File: config.mk
export PLATFORM = sky130hd
export DESIGN_NAME = pio_gen_debounce
export DESIGN_NICKNAME = d
export VERILOG_FILES = /design/src/rtl/pio_gen_debounce.sv
export SDC_FILE = /design/constraint.sdc
export NUM_CORES = 1
export LEC_CHECK = 0
export ABC_AREA = 1
export CAP_MARGIN = 20
export CORE_MARGIN = 4
export CORE_UTILIZATION = 40
export DETAILED_ROUTE_END_ITERATION = 12
export SYNTH_ARGS = -nofsm -noshare
export SYNTH_HDL_FRONTEND = slang
export SYNTH_HIERARCHICAL = 1
export SYNTH_SLANG_ARGS = --single-unit
File: constraint.sdc
create_clock -name clk_50 -period 2 [get_ports clk_50]
set_input_delay 0.6 -clock clk_50 [delete_from_list [all_inputs] [get_ports clk_50]]
set_output_delay 0.6 -clock clk_50 [all_outputs]
set_load 0.005 [all_outputs]
File: src/rtl/pio_gen_debounce.sv
// Avalon-MM GPIO: synchronised, debounced, edge-capturing inputs with a
// maskable level interrupt, plus an output register with atomic set/clear.

// One input bit: two-flop synchroniser followed by a stability counter.
module pio_gen_debounce_lane #(
    parameter int DEBOUNCE_CYCLES = 16
) (
    input  logic clk_i,
    input  logic rst_i,
    input  logic pin_i,
    output logic db_o
);
    // The counter never needs to hold DEBOUNCE_CYCLES itself, but the width
    // must stay legal when the stage is bypassed.
    localparam int CW = (DEBOUNCE_CYCLES > 0) ? $clog2(DEBOUNCE_CYCLES + 1) : 1;

    logic          s1_q, s2_q;
    logic          db_q, db_d;
    logic [CW-1:0] cnt_q, cnt_d;

    // Synchroniser, debounced state and counter registers.
    always_ff @(posedge clk_i) begin
        if (rst_i) begin
            s1_q  <= 1'b0;
            s2_q  <= 1'b0;
            db_q  <= 1'b0;
            cnt_q <= '0;
        end else begin
            s1_q  <= pin_i;
            s2_q  <= s1_q;
            db_q  <= db_d;
            cnt_q <= cnt_d;
        end
    end

    // Any cycle where the input agrees with db restarts the count, so only an
    // uninterrupted run of DEBOUNCE_CYCLES disagreeing samples flips db.
    always_comb begin
        db_d  = db_q;
        cnt_d = '0;
        if (DEBOUNCE_CYCLES == 0) begin
            db_d = s2_q;
        end else if (s2_q != db_q) begin
            if (cnt_q == CW'(DEBOUNCE_CYCLES - 1)) begin
                db_d  = s2_q;
                cnt_d = '0;
            end else begin
                cnt_d = cnt_q + CW'(1);
            end
        end
    end

    assign db_o = db_q;
endmodule

module pio_gen_debounce #(
    parameter int              WIDTH           = 10,
    parameter int              DEBOUNCE_CYCLES = 16,
    parameter int              EDGE_MODE       = 0,
    parameter logic [WIDTH-1:0] OUT_RESET      = '0
) (
    input  logic             clk_50,
    input  logic             reset,
    input  logic [2:0]       address,
    input  logic             chipselect,
    input  logic             read,
    input  logic             write,
    input  logic [31:0]      writedata,
    output logic [31:0]      readdata,
    output logic             irq,
    input  logic [WIDTH-1:0] in_port,
    output logic [WIDTH-1:0] out_port
);
    logic [WIDTH-1:0] db;
    logic [WIDTH-1:0] db_dly_q;
    logic [WIDTH-1:0] edge_cap_q, edge_cap_d;
    logic [WIDTH-1:0] irq_mask_q, irq_mask_d;
    logic [WIDTH-1:0] out_q, out_d;
    logic [31:0]      readdata_q, readdata_d;
    logic             irq_q, irq_d;
    logic [WIDTH-1:0] rise, fall, evt, wv;
    logic             wr_en, rd_en;

    // Upper write-data bits beyond WIDTH have no destination.
    wire unused_wd = &{1'b0, writedata};

    genvar gi;
    generate
        for (gi = 0; gi < WIDTH; gi++) begin : g_lane
            pio_gen_debounce_lane #(
                .DEBOUNCE_CYCLES(DEBOUNCE_CYCLES)
            ) u_lane (
                .clk_i (clk_50),
                .rst_i (reset),
                .pin_i (in_port[gi]),
                .db_o  (db[gi])
            );
        end
    endgenerate

    assign wr_en = chipselect & write;
    assign rd_en = chipselect & read;
    assign wv    = writedata[WIDTH-1:0];

    // Register file next state; reads use current values, so a same-cycle
    // write is not visible until the following read.
    always_comb begin
        rise = db & ~db_dly_q;
        fall = ~db & db_dly_q;
        case (EDGE_MODE)
            0:       evt = rise;
            1:       evt = fall;
            default: evt = rise | fall;
        endcase

        edge_cap_d = edge_cap_q;
        irq_mask_d = irq_mask_q;
        out_d      = out_q;
        readdata_d = '0;

        if (wr_en) begin
            case (address)
                3'd1:    out_d      = wv;
                3'd2:    irq_mask_d = wv;
                3'd3:    edge_cap_d = edge_cap_q & ~wv;
                3'd4:    out_d      = out_q | wv;
                3'd5:    out_d      = out_q & ~wv;
                default: ;
            endcase
        end
        // New events are OR-ed in after the W1C so a coincident edge survives.
        edge_cap_d = edge_cap_d | evt;

        if (rd_en) begin
            case (address)
                3'd0:    readdata_d = 32'(db);
                3'd1:    readdata_d = 32'(out_q);
                3'd2:    readdata_d = 32'(irq_mask_q);
                3'd3:    readdata_d = 32'(edge_cap_q);
                default: readdata_d = '0;
            endcase
        end

        irq_d = |(edge_cap_q & irq_mask_q);
    end

    // Register-file state.
    always_ff @(posedge clk_50) begin
        if (reset) begin
            db_dly_q   <= '0;
            edge_cap_q <= '0;
            irq_mask_q <= '0;
            out_q      <= OUT_RESET;
            readdata_q <= '0;
            irq_q      <= 1'b0;
        end else begin
            db_dly_q   <= db;
            edge_cap_q <= edge_cap_d;
            irq_mask_q <= irq_mask_d;
            out_q      <= out_d;
            readdata_q <= readdata_d;
            irq_q      <= irq_d;
        end
    end

    assign readdata = readdata_q;
    assign irq      = irq_q;
    assign out_port = out_q;
endmodule

==> results.json <==
{
  "critPathArrivalTime_ns": 1.33,
  "min_period_ns": 1.929,
  "worst_hold_slack_ns": 0.3979,
  "max_freq_mhz": 518.5,
  "numPortBuffers": 48,
  "seqPwrFrac": 0.461,
  "ctsRootBufferMaster": "clkbuf_16",
  "first_global_vias": 4550,
  "worstPathCellList": "clkdlybuf4s50_1",
  "comb_power_share": 0.057,
  "regMostFlops": "g_lane.u_lane/cnt_q",
  "synth_warnings": 6,
  "timing.final.crit_share": 0.9644,
  "pin_count": 93,
  "htree_levels": 4,
  "grt_usage": 0.1560,
  "path_buf_inv": 1,
  "ys_ff_latch": 131,
  "p_switching_mw": 1.245,
  "clk_latency_ns": 0.41,
  "max_stage_delay_ns": 0.53,
  "antenna_found_initial": 0,
  "drc": 0,
  "mostFrequentLayoutCell": "nand2_1",
  "wl_um": 12020,
  "largest_reg_flops": 50,
  "fin_nets": 905,
  "p_leak_nw": 2.813,
  "crit_fanout": 3,
  "dp_hpwl_um": 8839,
  "fp.dieH_um": 127.8,
  "final_antenna_net_count": 0,
  "critical-path-slowest-cell": "clkdlybuf4s50_1",
  "irDropWorstVdd_uv": 521.3,
  "drt_iter0_drc": 243,
  "die_area_um2": 16330,
  "numCtsBuffers": 17,
  "required_ns": 1.40,
  "postCtsHoldBufs": 0,
  "cell_internal_pwr_mw": 4.544,
  "die_w_um": 127.8,
  "rsz0062_at_grt": "false",
  "finalCoreUtilization": 0.5002,
  "final_max_slew_viol_count": 0,
  "cts.sink_count": 131,
  "cp_top_family": "buffers and inverters",
  "grt_first_pass_wirelength_um": 20550,
  "swShare": 0.2151,
  "synth_seq_area_share": 0.4568,
  "final_cell_mix": "nand2_1 (148), nor2_1 (132), dfxtp_1 (129)",
  "placement_rows": 43,
  "r2r_cells": 7,
  "grt_max_degree": 56,
  "via_per_inst": 4.594,
  "area_growth_pct": 21.88,
  "cp.depth": 1,
  "worstSetupPathType": "flip-flop to output pin",
  "synth.distinct_cells": 25,
  "num_antenna_cells": 0,
  "pwr-share-clk": 0.481,
  "maxCapViolCount": 0,
  "holdCritPathClass": "flip-flop to flip-flop",
  "cp-end-kind": "output pin",
  "power_density_nw_per_um2": 827.4,
  "syn_area_per_cell_um2": 7.563,
  "fill_cells": 1360,
  "start_util": 0.4104,
  "cts_max_path_buffers": 2,
  "setup_viol": 0,
  "place_congestion": 0.8248,
  "grt.overflow.total": 0,
  "vias": 4718,
  "multi_input_area_um2": 2481,
  "start_kind": "flip-flop",
  "seq_area_um2": 2625,
  "drt-pass1-iter-count": 5,
  "post_drt_wl_per_cell_um": 11.70,
  "hold_viol": 0,
  "drive_above_1_share": 0.1133,
  "cts_tree": "built",
  "syn-cell-area_um2": 5741,
  "outcome": "completed",
  "fp.coreArea_um2": 13990,
  "postSynthCellCount": 759,
  "fin_skew_ns": 0.006817,
  "clk_pin_slew_worst_paths_ns": 0.05,
  "hold_depth": 2
}
## worst register-to-register path: cells and delay by family, from the launching register on
| kind | cells | cell delay (ns) |
|---|---|---|
| AOI/OAI and AO/OA | 1 | 0.13 |
| adders and majority gates | 2 | 0.44 |
| DFF | 1 | 0.33 |
| and+or+nand+nor | 4 | 0.38 |
## through the flow
stage	std cells	TNS, ns	total power [mW]	instance area [µm²]	setup slack (ns)
5_1_grt	1027	0	6.014	6997	0.001215
3_3_place_gp	996	-0.6055	3.049	6462	-0.06891
2_1_floorplan	780	0	2.924	5819	0.6105
3_5_place_dp	996	-0.7955	3.055	6462	-0.09970
6_report	1027	0	5.789	6997	0.07119
4_1_cts	1027	0	5.861	6994	0.02709
## synth_stat cells
library cell,n,share of area
nand2_1,148,0.097
nor2_1,132,0.086
dfxtp_1,131,0.46
inv_1,114,0.075
nand3_1,62,0.054
buf_4,24,0.031
ha_1,20,0.044
nand4_1,20,0.022
nand3_2,12,0.021
nor2_2,11,0.012
a211oi_1,10,0.013
a21oi_1,10,0.0087
a21oi_2,10,0.015
nor3_1,10,0.0087
o21ai_0,10,0.0087
xnor2_1,10,0.015
buf_2,8,0.0070
buf_6,4,0.0078
clkbuf_1,4,0.0026
nor2_4,3,0.0059
inv_2,2,0.0013
conb_1,1,0.00065
nand2_2,1,0.0011
nand4_2,1,0.0022
nor2_8,1,0.0035
## worst paths after layout
| path | start | endpoint | slack [ns] |
|---|---|---|---|
| worst max-delay path | out_port[4] | out_port[4] | 0.07 |
| worst min-delay path | g_lane[7].u_lane/s1_q | g_lane[7].u_lane/s2_q | 0.40 |
| worst max register to register | g_lane[8].u_lane/cnt_q[0] | g_lane[8].u_lane/cnt_q[3] | 0.65 |
| worst min register to register | g_lane[7].u_lane/s1_q | g_lane[7].u_lane/s2_q | 0.40 |
## per-layer routing
layer / routed length [µm] / up-vias / track usage
li1: - / 2491 / -
met1: 5426 / 2107 / 0.1884
met2: 5808 / 98 / 0.2656
met3: 557 / 22 / 0.03542
met4: 229 / 0 / 0.06804
met5: 0 / - / 0
## power groups by stage
stage | Sequential (mW) | Combinational [mW] | Clock [mW]
after floorplan | 2.72 | 0.205 | 0
after global placement | 2.72 | 0.326 | 0
after detailed placement | 2.72 | 0.331 | 0
after CTS | 2.67 | 0.333 | 2.86
after global routing | 2.67 | 0.370 | 2.97
final | 2.67 | 0.332 | 2.79
## cell type report
cell class	count	share of cell area
inverters	116	0.06223
well taps	180	0.03219
multi-input cells	493	0.3546
clock buffers	26	0.06849
repair buffers	76	0.09979
clock inverters	5	0.007511
flip-flops and latches	131	0.3752
## repair_timing
item	in CTS	in global routing
setup endpoints to repair	0	2
resized for setup	0	2
hold endpoints to repair	0	0
buffers inserted	0	0
## cell families after synthesis
group           count (synthesis)  share of synthesized area
compound gates                 40                    0.04577
xor+xnor                       10                    0.01526
fa+ha+maj                      20                    0.04359
buf+inv                       156                     0.1247
flops                         131                     0.4568
other cells                     1                  0.0006533
simple gates                  401                     0.3132
Note: power is estimated with default switching activity, not from simulation.
